## src/rtl/jstk_pkg.sv

```systemverilog
// -----------------------------------------------------------------------------
// jstk_pkg
// Shared definitions for the PmodJSTK SPI reader: the frame-sequencer state
// encoding, frame geometry, the LED command prefix sent in byte 0, and the
// helper that turns a lo/hi byte pair into an 11-bit axis word.
// -----------------------------------------------------------------------------
package jstk_pkg;

    typedef enum logic [2:0] {
        IDLE,
        SETUP,
        SHIFT,
        GAP,
        HOLD,
        DONE
    } jstk_state_e;

    localparam int         JSTK_BYTES     = 5;
    localparam logic [5:0] LED_CMD_PREFIX = 6'b100000;
    localparam int         DATA_W         = 10;
    localparam int         VAL_W          = 11;

    // The joystick reports a 10-bit axis as an 8-bit low byte plus the two
    // LSBs of the high byte; the word handed downstream is zero-extended.
    function automatic logic [VAL_W-1:0] pack_axis(input logic [7:0] lo,
                                                   input logic [1:0] hi);
        logic [DATA_W-1:0] raw;
        raw = {hi, lo};
        return {1'b0, raw};
    endfunction

endpackage

```

## src/rtl/jstk_spi_reader_if.sv

```systemverilog
// -----------------------------------------------------------------------------
// jstk_spi_reader_if
// Bundles the joystick SPI pins and the decoded sample outputs.
//   sclk, mosi, ss : SPI pins driven by the reader (ss active-low)
//   miso           : SPI data returned by the joystick
//   x_val, y_val   : {1'b0, axis[9:0]}
//   btn            : button bits [2:0]
//   data_valid     : one-cycle strobe when x_val/y_val/btn update
//   busy           : frame in progress
// master = the reader, slave = the joystick / consumer side.
// -----------------------------------------------------------------------------
interface jstk_spi_reader_if;

    logic                       sclk;
    logic                       mosi;
    logic                       miso;
    logic                       ss;
    logic [jstk_pkg::VAL_W-1:0] x_val;
    logic [jstk_pkg::VAL_W-1:0] y_val;
    logic [2:0]                 btn;
    logic                       data_valid;
    logic                       busy;

    modport master (
        output sclk, mosi, ss, x_val, y_val, btn, data_valid, busy,
        input  miso
    );

    modport slave (
        input  sclk, mosi, ss, x_val, y_val, btn, data_valid, busy,
        output miso
    );

endinterface

```

## src/rtl/jstk_spi_reader_shift.sv

```systemverilog
// -----------------------------------------------------------------------------
// spi_byte_shift
// One SPI mode-0 byte transfer, MSB first.
//   clk, rst : system clock, asynchronous active-low reset
//   start    : one-cycle request; tx_byte is captured on the same edge
//   tx_byte  : byte to send
//   miso     : serial input, sampled on each sclk rising edge
//   sclk     : SPI clock, idles low, half-period CLK_DIV clk cycles
//   mosi     : serial output, first bit valid from the start edge, updated
//              on sclk falling edges, 0 when idle
//   rx_byte  : received byte, valid from the done pulse on
//   done     : one-cycle pulse after the 8th sclk falling edge
// -----------------------------------------------------------------------------
module spi_byte_shift #(
    parameter int CLK_DIV = 50
) (
    input  logic       clk,
    input  logic       rst,
    input  logic       start,
    input  logic [7:0] tx_byte,
    input  logic       miso,
    output logic       sclk,
    output logic       mosi,
    output logic [7:0] rx_byte,
    output logic       done
);

    localparam int             DIV_W    = (CLK_DIV > 1) ? $clog2(CLK_DIV) : 1;
    localparam logic [DIV_W-1:0] DIV_LAST = DIV_W'(CLK_DIV - 1);

    logic             active;
    logic [DIV_W-1:0] div_cnt;
    logic [2:0]       bit_cnt;
    logic [6:0]       tx_sh;   // bits still to send after the one on mosi
    logic [7:0]       rx_sh;

    always_ff @(posedge clk or negedge rst) begin
        if (!rst) begin
            active  <= 1'b0;
            div_cnt <= '0;
            bit_cnt <= '0;
            tx_sh   <= '0;
            rx_sh   <= '0;
            rx_byte <= '0;
            sclk    <= 1'b0;
            mosi    <= 1'b0;
            done    <= 1'b0;
        end else begin
            done <= 1'b0;
            if (start) begin
                active  <= 1'b1;
                div_cnt <= '0;
                bit_cnt <= '0;
                sclk    <= 1'b0;
                mosi    <= tx_byte[7];
                tx_sh   <= tx_byte[6:0];
            end else if (active) begin
                if (div_cnt == DIV_LAST) begin
                    div_cnt <= '0;
                    if (!sclk) begin
                        // rising edge: capture the slave's bit
                        sclk  <= 1'b1;
                        rx_sh <= {rx_sh[6:0], miso};
                    end else begin
                        // falling edge: present the next bit or finish
                        sclk <= 1'b0;
                        if (bit_cnt == 3'd7) begin
                            active  <= 1'b0;
                            mosi    <= 1'b0;
                            rx_byte <= rx_sh;
                            done    <= 1'b1;
                        end else begin
                            bit_cnt <= bit_cnt + 3'd1;
                            mosi    <= tx_sh[6];
                            tx_sh   <= {tx_sh[5:0], 1'b0};
                        end
                    end
                end else begin
                    div_cnt <= div_cnt + 1'b1;
                end
            end
        end
    end

endmodule

```

## src/rtl/jstk_spi_reader.sv

```systemverilog
// -----------------------------------------------------------------------------
// jstk_spi_reader
// Periodically polls a PmodJSTK over SPI mode 0 and publishes the decoded
// axes and buttons. A frame is 5 bytes (X_lo, X_hi, Y_lo, Y_hi, buttons);
// byte 0 on mosi carries the LED command, the rest are zero.
//   clk  : system clock
//   rst  : asynchronous active-low reset; aborts any frame at once
//   en   : polling enable; clearing it stops new frames, not the current one
//   led  : LED command bits, sampled at frame start
//   bus  : SPI pins plus x_val/y_val/btn/data_valid/busy (master side)
// -----------------------------------------------------------------------------
module jstk_spi_reader
    import jstk_pkg::*;
#(
    parameter int CLK_DIV     = 50,
    parameter int POLL_CYCLES = 1_000_000,
    parameter int GAP_CYCLES  = 1500
) (
    input  logic              clk,
    input  logic              rst,
    input  logic              en,
    input  logic [1:0]        led,
    jstk_spi_reader_if.master bus
);

    localparam int                POLL_W    = (POLL_CYCLES > 1) ? $clog2(POLL_CYCLES) : 1;
    localparam int                GAP_W     = (GAP_CYCLES > 1) ? $clog2(GAP_CYCLES) : 1;
    localparam logic [POLL_W-1:0] POLL_LAST = POLL_W'(POLL_CYCLES - 1);
    localparam logic [GAP_W-1:0]  GAP_LAST  = GAP_W'(GAP_CYCLES - 1);
    localparam logic [2:0]        LAST_BYTE = 3'(JSTK_BYTES - 1);

    jstk_state_e       state;
    jstk_state_e       state_nxt;
    logic [POLL_W-1:0] poll_cnt;
    logic [GAP_W-1:0]  gap_cnt;
    logic [2:0]        byte_cnt;
    logic [7:0]        tx_byte;
    logic              start_req;
    logic              gap_done;
    logic              start_shift;
    logic              shift_done;
    logic [7:0]        rx_byte;
    logic              sclk_w;
    logic              mosi_w;

    logic [7:0]        x_lo;
    logic [1:0]        x_hi;
    logic [7:0]        y_lo;
    logic [1:0]        y_hi;
    logic [2:0]        btn_raw;

    logic              ss_q;
    logic              busy_q;
    logic              valid_q;
    logic [VAL_W-1:0]  x_q;
    logic [VAL_W-1:0]  y_q;
    logic [2:0]        btn_q;

    // A request is a single-cycle event at the counter wrap; if the FSM is
    // not in IDLE on that cycle the request is simply lost.
    assign start_req = en && (poll_cnt == POLL_LAST);
    assign gap_done  = (gap_cnt == GAP_LAST);

    // ---- byte shifter ----
    spi_byte_shift #(
        .CLK_DIV (CLK_DIV)
    ) u_shift (
        .clk     (clk),
        .rst     (rst),
        .start   (start_shift),
        .tx_byte (tx_byte),
        .miso    (bus.miso),
        .sclk    (sclk_w),
        .mosi    (mosi_w),
        .rx_byte (rx_byte),
        .done    (shift_done)
    );

    // ---- frame sequencer: next state ----
    always_comb begin
        state_nxt   = state;
        start_shift = 1'b0;
        case (state)
            IDLE:  if (start_req) state_nxt = SETUP;
            SETUP: if (gap_done) begin
                       state_nxt   = SHIFT;
                       start_shift = 1'b1;
                   end
            SHIFT: if (shift_done) state_nxt = (byte_cnt == LAST_BYTE) ? HOLD : GAP;
            GAP:   if (gap_done) begin
                       state_nxt   = SHIFT;
                       start_shift = 1'b1;
                   end
            HOLD:  if (gap_done) state_nxt = DONE;
            DONE:  state_nxt = IDLE;
            default: state_nxt = IDLE;
        endcase
    end

    // ---- frame sequencer: registers ----
    always_ff @(posedge clk or negedge rst) begin
        if (!rst) begin
            state    <= IDLE;
            poll_cnt <= '0;
            gap_cnt  <= '0;
            byte_cnt <= '0;
            tx_byte  <= '0;
            x_lo     <= '0;
            x_hi     <= '0;
            y_lo     <= '0;
            y_hi     <= '0;
            btn_raw  <= '0;
            ss_q     <= 1'b1;
            busy_q   <= 1'b0;
            valid_q  <= 1'b0;
            x_q      <= '0;
            y_q      <= '0;
            btn_q    <= '0;
        end else begin
            state   <= state_nxt;
            valid_q <= 1'b0;

            if (!en)
                poll_cnt <= '0;
            else if (poll_cnt == POLL_LAST)
                poll_cnt <= '0;
            else
                poll_cnt <= poll_cnt + 1'b1;

            // gap_cnt restarts on every state change so SETUP/GAP/HOLD each
            // last exactly GAP_CYCLES
            if (state_nxt != state)
                gap_cnt <= '0;
            else if (state == SETUP || state == GAP || state == HOLD)
                gap_cnt <= gap_cnt + 1'b1;

            case (state)
                IDLE: if (start_req) begin
                    ss_q     <= 1'b0;
                    busy_q   <= 1'b1;
                    byte_cnt <= '0;
                    tx_byte  <= {LED_CMD_PREFIX, led};
                end
                SHIFT: if (shift_done) begin
                    tx_byte <= 8'h00;
                    case (byte_cnt)
                        3'd0:    x_lo    <= rx_byte;
                        3'd1:    x_hi    <= rx_byte[1:0];
                        3'd2:    y_lo    <= rx_byte;
                        3'd3:    y_hi    <= rx_byte[1:0];
                        default: btn_raw <= rx_byte[2:0];
                    endcase
                end
                GAP: if (gap_done) begin
                    byte_cnt <= byte_cnt + 3'd1;
                end
                HOLD: if (gap_done) begin
                    ss_q    <= 1'b1;
                    busy_q  <= 1'b0;
                    valid_q <= 1'b1;
                    x_q     <= pack_axis(x_lo, x_hi);
                    y_q     <= pack_axis(y_lo, y_hi);
                    btn_q   <= btn_raw;
                end
                default: ;
            endcase
        end
    end

    assign bus.sclk       = sclk_w;
    assign bus.mosi       = mosi_w;
    assign bus.ss         = ss_q;
    assign bus.busy       = busy_q;
    assign bus.data_valid = valid_q;
    assign bus.x_val      = x_q;
    assign bus.y_val      = y_q;
    assign bus.btn        = btn_q;

endmodule

```

## src/flat_wrapper.sv

```systemverilog
// flat-port wrapper written by rule: the top's interface ports become plain ports
module jstk_spi_reader_flat import jstk_pkg::*;
#(
    parameter int CLK_DIV     = 50,
    parameter int POLL_CYCLES = 1_000_000,
    parameter int GAP_CYCLES  = 1500
)
  (clk, rst, en, led, bus_sclk, bus_mosi, bus_ss, bus_x_val, bus_y_val, bus_btn, bus_data_valid, bus_busy, bus_miso);
  jstk_spi_reader_if bus_i ();
  input  logic clk;
  input  logic rst;
  input  logic en;
  input  logic [1:0] led;
  output wire logic [$bits(bus_i.sclk)-1:0] bus_sclk;
  output wire logic [$bits(bus_i.mosi)-1:0] bus_mosi;
  output wire logic [$bits(bus_i.ss)-1:0] bus_ss;
  output wire logic [$bits(bus_i.x_val)-1:0] bus_x_val;
  output wire logic [$bits(bus_i.y_val)-1:0] bus_y_val;
  output wire logic [$bits(bus_i.btn)-1:0] bus_btn;
  output wire logic [$bits(bus_i.data_valid)-1:0] bus_data_valid;
  output wire logic [$bits(bus_i.busy)-1:0] bus_busy;
  input wire logic [$bits(bus_i.miso)-1:0] bus_miso;
  assign bus_sclk = bus_i.sclk;
  assign bus_mosi = bus_i.mosi;
  assign bus_ss = bus_i.ss;
  assign bus_x_val = bus_i.x_val;
  assign bus_y_val = bus_i.y_val;
  assign bus_btn = bus_i.btn;
  assign bus_data_valid = bus_i.data_valid;
  assign bus_busy = bus_i.busy;
  assign bus_i.miso = bus_miso;
  jstk_spi_reader #(.CLK_DIV(CLK_DIV), .POLL_CYCLES(POLL_CYCLES), .GAP_CYCLES(GAP_CYCLES)) u_core (.clk(clk), .rst(rst), .en(en), .led(led), .bus(bus_i));
endmodule
```

## config.mk

```make
export PLATFORM = sky130hd
export DESIGN_NAME = jstk_spi_reader_flat
export DESIGN_NICKNAME = d
export VERILOG_FILES = /design/src/rtl/jstk_pkg.sv /design/src/rtl/jstk_spi_reader_if.sv /design/src/rtl/jstk_spi_reader_shift.sv /design/src/rtl/jstk_spi_reader.sv /design/src/flat_wrapper.sv
export SDC_FILE = /design/constraint.sdc
export NUM_CORES = 1
export LEC_CHECK = 0
export CAP_MARGIN = 20
export CORE_ASPECT_RATIO = 1.2
export CORE_UTILIZATION = 55
export CTS_BUF_LIST = sky130_fd_sc_hd__clkbuf_4 sky130_fd_sc_hd__clkbuf_8
export DETAILED_ROUTE_END_ITERATION = 8
export PLACE_DENSITY_LB_ADDON = 0.08
export SETUP_SLACK_MARGIN = 0.2
export SLEW_MARGIN = 40
export SYNTH_ARGS = -nofsm -noshare
export SYNTH_HDL_FRONTEND = slang
export SYNTH_SLANG_ARGS = --single-unit
```

## constraint.sdc

```tcl
create_clock -name clk -period 2.8 [get_ports clk]
set_input_delay 0.28 -clock clk [delete_from_list [all_inputs] [get_ports clk]]
set_output_delay 0.28 -clock clk [all_outputs]
set_load 0.01 [all_outputs]
```

# ---- Word-level counts from Yosys, hierarchy flattened
# Index checks and enable logic that the tools add are counted.
# W data, S select, Z words.
dict set report totals {
  out_inout_bits 30
  ff_bits 130
  word_cells 136
  inputBits 6
}
dict set report classes {
  n_bitwise 3
  n_reduce_logical 28
  n_mux 57
  addsub 5
  eq_ne 18
}
# operator n
set op_table {}
lappend op_table {{$mux W20} 2}
lappend op_table {{$mux W3} 12}
lappend op_table {{$mux W7} 5}
lappend op_table {{$reduce_and A3 Y1} 9}
lappend op_table {{$mux W1} 26}
lappend op_table {{$mux W11} 2}
lappend op_table {{$add A20 B1 Y20 const B} 1}
lappend op_table {{$eq A20 B20 Y1 const B} 1}
lappend op_table {{$mux W6} 3}
lappend op_table {{$mux W8} 2}
lappend op_table {{$pmux W8 S2} 1}
lappend op_table {{$reduce_bool A2 Y1} 7}
lappend op_table {{$eq A3 B2 Y1 const B} 4}
lappend op_table {{$pmux W3 S4} 1}
lappend op_table {{$add A11 B1 Y11 const B} 1}
lappend op_table {{$eq A11 B11 Y1 const B} 1}
lappend op_table {{$eq A3 B3 Y1 const B} 3}
lappend op_table {{$ne A2 B1 Y1 const B} 4}
lappend op_table {{$reduce_and A4 Y1} 2}
lappend op_table {{$add A3 B1 Y3 const B} 2}
lappend op_table {{$add A6 B1 Y6 const B} 1}
lappend op_table {{$eq A3 B1 Y1 const B} 2}
lappend op_table {{$eq A6 B6 Y1 const B} 1}
lappend op_table {{$logic_not A3 Y1} 2}
lappend op_table {{11 further kinds} 16}

# ---- Longest topological paths before layout
dict set report logic_depth {
  depth_word 6
  mapped_depth 9
  mapped_depth_nobuf 7
}

# ---- Modules after synthesis
# A second synthesis with hierarchy kept.
dict set report hier_totals {
  hier_cells 481
  hier_area_um2 5651.7
}
# mod seq_area_each_um2 n_inst area_each_um2 cells_per_inst
set modules_own_cells {}
lappend modules_own_cells {jstk_spi_reader 2228.4 1 3945.0 329}
lappend modules_own_cells {spi_byte_shift 900.9 1 1706.6 152}

# ---- Worst setup path after synthesis
# OpenSTA, ideal clock, no wires.
dict set report synth_path {
  kind {register to register}
  start {register u_core.gap_cnt[2]}
  end {register u_core.gap_cnt[10]}
  slack_ps 635
  path_buffers 2
  synth_period_minus_slack_ps 2165
  t_arrival_ps 2049
  setup_ps 116
  required_ps 2684
  path_stages_with_launch 9
  cell_sequence {dfrtp_1 buf_2 or4b_4 nor3_1 nand2_1 inv_2 o41a_2 buf_6 nor2_1}
}
dict set report synth_between {
  elab_chain_len 5
  elab_cells_between_ends 9
  classes_between {add/sub: 1; eq/ne: 2; mux: 5; reduce/logical: 1}
}
# element line
set synth_rtl {}
lappend synth_rtl {{start, declared} jstk_spi_reader.sv:35} ;# logic [GAP_W-1:0] gap_cnt;
lappend synth_rtl {{start signal, assigned} jstk_spi_reader.sv:135} ;# gap_cnt <= gap_cnt + 1'b1;
lappend synth_rtl {{$eq A11 B11 Y1} jstk_spi_reader.sv:62} ;# assign gap_done = (gap_cnt == GAP_LAST);
lappend synth_rtl {{$mux W3, on equally long branches} {jstk_spi_reader.sv:94, jstk_spi_reader.sv:85, jstk_spi_reader.sv:90}}
lappend synth_rtl {{$pmux W3 S4} jstk_spi_reader.sv:83} ;# case (state)
lappend synth_rtl {{$ne A3 B3 Y1} jstk_spi_reader.sv:132} ;# if (state_nxt != state)
lappend synth_rtl {{$mux W11 / $reduce_bool A2 Y1 (equally long branches)} n/a}
# Several ways; a longest one is shown, not always the timed one. The select of a mux whose other input is x is not followed.
# A chain may end at the register's enable or synchronous reset.

# ---- Final worst setup path
dict set report layout_path {
  start {register u_core.u_shift.div_cnt[1]}
  end {register u_core.u_shift.rx_sh[7]}
}
dict set report layout_between {
  elab_chain_len 2
}
# element line
set layout_rtl {}
lappend layout_rtl {{start, declared} jstk_spi_reader_shift.sv:32} ;# logic [DIV_W-1:0] div_cnt;
lappend layout_rtl {{start signal, assigned} jstk_spi_reader_shift.sv:79} ;# div_cnt <= div_cnt + 1'b1;
lappend layout_rtl {{$eq A6 B6 Y1} jstk_spi_reader_shift.sv:58} ;# if (div_cnt == DIV_LAST) begin
lappend layout_rtl {{$reduce_and A4 Y1 (no source line)} n/a}
lappend layout_rtl {{end signal, assigned} jstk_spi_reader_shift.sv:63} ;# rx_sh <= {rx_sh[6:0], miso};
lappend layout_rtl {{end, declared} jstk_spi_reader_shift.sv:35} ;# logic [7:0] rx_sh;
# Every way passes these cells.

==> results.yml <==
global_routing:
  grt_most_used_layer: "met2"
  antenna_found_initial: 0
  grt_use_met1_pct: 29.2
  grt_pass1_vias: 3847
  grt_use_total_pct: 22.9
  grt_max_degree: 59
  grt-ovfl-total: 0
  grt_use_met2_pct: 36.7
  gr-usage-met3_pct: 5.94
  grt_pass1_wl_um: 18200
worst_setup_path:
  cp_top_family: "simple AND/OR/NAND/NOR gates"
  max_stage_delay_ps: 510
  cp-end-kind: "flop"
  path_buf_inv: 1
  crit_type: "flop to flop"
  cpMaxStageDelayCell: "nor3_2"
  arrival_ps: 2700
  required_ps: 3120
  crit_chain: "inv_1 -> ha_1 -> nand3_1 -> nor3_1 -> nand2_1 -> nor3_2 -> mux2_2"
  crit_path_start_kind: "flop"
  critPathMaxFanout: 8
sta:
  post-route-min-period_ps: 2380
  fin_skew_ps: 11.7
  tightest_slew_ps: 634
  drv_slew: 0
  finalCritPeriodShare_pct: 84.9
  hold_viol_final: 0
  maxSlewHeadroom_pct: 57.5
  finalSetupViolCount: 0
  tns_ps: 0
  max_freq_mhz: 421
  rsz0062_at_grt: "no"
finish:
  ff_latch_area_sq_um: 3130
  n_fill_cell: 769
  final_common_cell: "nand2_1"
  fin_nets: 586
  multiInputGateArea_sq_um: 2270
  utilization_pct: 66.7
  areaGrowthSynthToFinish_pct: 16.6
  antenna_cells: 0
  layout.cells.non_filler: 705
  most-common-layout-cells: "nand2_1 (127), dfrtp_1 (124), nor2_1 (48), mux2_2 (42), clkdlybuf4s50_1 (32)"
  drive_gt1_share_pct: 16.7
cts:
  cts_buffers: 17
  cts_tree: "done"
  cts_max_level: 4
  clk_pin_slew_ps: 70
  cts_root_buf: "clkbuf_8"
  cts_resized: 0
  clk_latency_ps: 440
  cts_buffer_depth: 2
  clkSinkCount: 125
min_path:
  hp-class: "input pin to asynchronous set/reset pin"
yosys:
  postSynthCellCount: 523
  synth_ff_type: "dfrtp_1"
  synth_cell_types: 50
  yosys.area.top_type: "dfrtp_1"
  synth_edf_count: 0
  synth_area_leaders: "dfrtp_1 (56%), nand2_1 (8.6%), mux2_2 (8.6%)"
  synthArstFlopShare_pct: 100
  yosys_warnings: 0
  synth.top_cell.area_share_pct: 56.2
  syn_avg_cell_area_sq_um: 10.6
  yosys_register_bits: 125
  synth_area_sq_um: 5520
  seq_area_frac_synth_pct: 56.7
power_and_ir_drop:
  ir_worst_vdd_uv: 411
  p_leak_nw: 3.10
  power_density_nw_per_um2: 550
  total_power_mw: 3.54
floorplanning:
  core_sq_um: 9660
  fp.dieH_um: 112
  ios: 36
  initial_core_util_pct: 57.2
  die-width_um: 93.5
  row_count: 39
  dieArea_sq_um: 10400
drt:
  via_per_inst: 5.39
  drc_errors: 0
  wl_per_cell_um: 14.9
  vias: 3802
  drt_iter0_drc: 213
  ant_nets: 0
  routed_wl_um: 10500
  firstDrtPassIters: 4
placement:
  dp_hpwl_um: 7080
  portBuffers: 33
  dp_cells: 672
  gp_congestion: 0.815
flow_run:
  drv_cap: 0
status:
  status: "completed"
-- power by group --
part,switching [mW],internal (mW),leakage (nW)
Clock,0.727,0.930,0.208
Combinational,0.0464,0.0181,1.17
Sequential,0.00633,1.81,1.72
Total,0.780,2.76,3.10
-- synthesized netlist by cell type (all sizes together) (2+ instances only) --
cell       n
nand2b     3
a21oi     15
nor4b      2
and3       4
o2111ai    2
o21ai     12
xnor2     16
nor2      48
a22o       2
clkbuf    11
ha        11
inv       13
a31oi      2
a211oi     4
a2111oi    2
or4        2
nand2    127
or3        6
nand3b     2
dfrtp    124
nor4       5
nor2b      3
nand4      5
nand3     15
or3b       2
mux2      42
nor3      11
xor2      12
buf        6
-- layer usage --
metal | wire [um] | up-vias
li1 | - | 1854
met1 | 4750 | 1871
met2 | 5300 | 64
met3 | 348 | 13
met4 | 123 | 0
met5 | 0 | -
-- final timing paths --
check                                          start                      end  slack [ps]  depth (start not counted)
hold reg to reg                       u_core.x_lo[2]      u_core.bus.x_val[2]         470                          2
max in group asynchronous                        rst            u_core.bus.ss        1630                          3
setup / recovery           u_core.u_shift.div_cnt[1]  u_core.u_shift.rx_sh[7]         420                          7
hold / removal                                   rst        u_core.gap_cnt[6]         400                          2
min in group clk                              led[1]        u_core.tx_byte[1]         410                          3
setup reg to reg           u_core.u_shift.div_cnt[1]  u_core.u_shift.rx_sh[7]         420                          7
-- cell type report --
| cell class | instances | share of cell area [%] |
|---|---|---|
| Clock buffer | 19 | 4.06 |
| Clock inverter | 13 | 2.53 |
| Inverter | 13 | 0.758 |
| Multi-Input combinational cell | 369 | 35.2 |
| Sequential cell | 125 | 48.6 |
| Tap cell | 123 | 2.39 |
| Timing Repair Buffer | 43 | 6.49 |
-- state kept, by name (all words and copies together), names as in the netlist, 2 cells and up --
signal,flops
u_core.poll_cnt,20
u_core.gap_cnt,11
u_core.bus.x_val,10
u_core.bus.y_val,10
u_core.u_shift.rx_byte,8
u_core.u_shift.rx_sh,8
u_core.x_lo,8
u_core.y_lo,8
u_core.u_shift.tx_sh,7
u_core.u_shift.div_cnt,6
u_core.btn_raw,3
u_core.bus.btn,3
u_core.byte_cnt,3
u_core.state,3
u_core.tx_byte,3
u_core.u_shift.bit_cnt,3
u_core.x_hi,2
u_core.y_hi,2
-- cell families (layout without fill, tap and decap cells) --
kind of cell    after synthesis  in the layout  synth area share (%)
other cells                   1              2                0.0679
fa+ha+maj                    11             11                  2.49
mux                          43             43                  8.74
compound gates               44             44                  5.07
xor+xnor                     28             28                  4.44
flops                       125            125                  56.7
simple gates                241            241                  20.1
buf+inv                      30             88                  2.38
-- per-stage QoR --
stage                     hold slack [ps]  worst slack (ps)  cell area [sq um]
after floorplan                     -15.6               635               5530
after global placement                325               545               6010
after detailed placement              337               447               6010
after CTS                             380               430               6440
after global routing                  398               265               6440
final                                 399               424               6440
-- what timing repair did --
item / in CTS / in global routing
setup buffers: 0 / 0
endpoints found under the hold margin: 44 / 0
hold buffers: 1 / 0
Note: power is estimated with default switching activity, not from simulation.
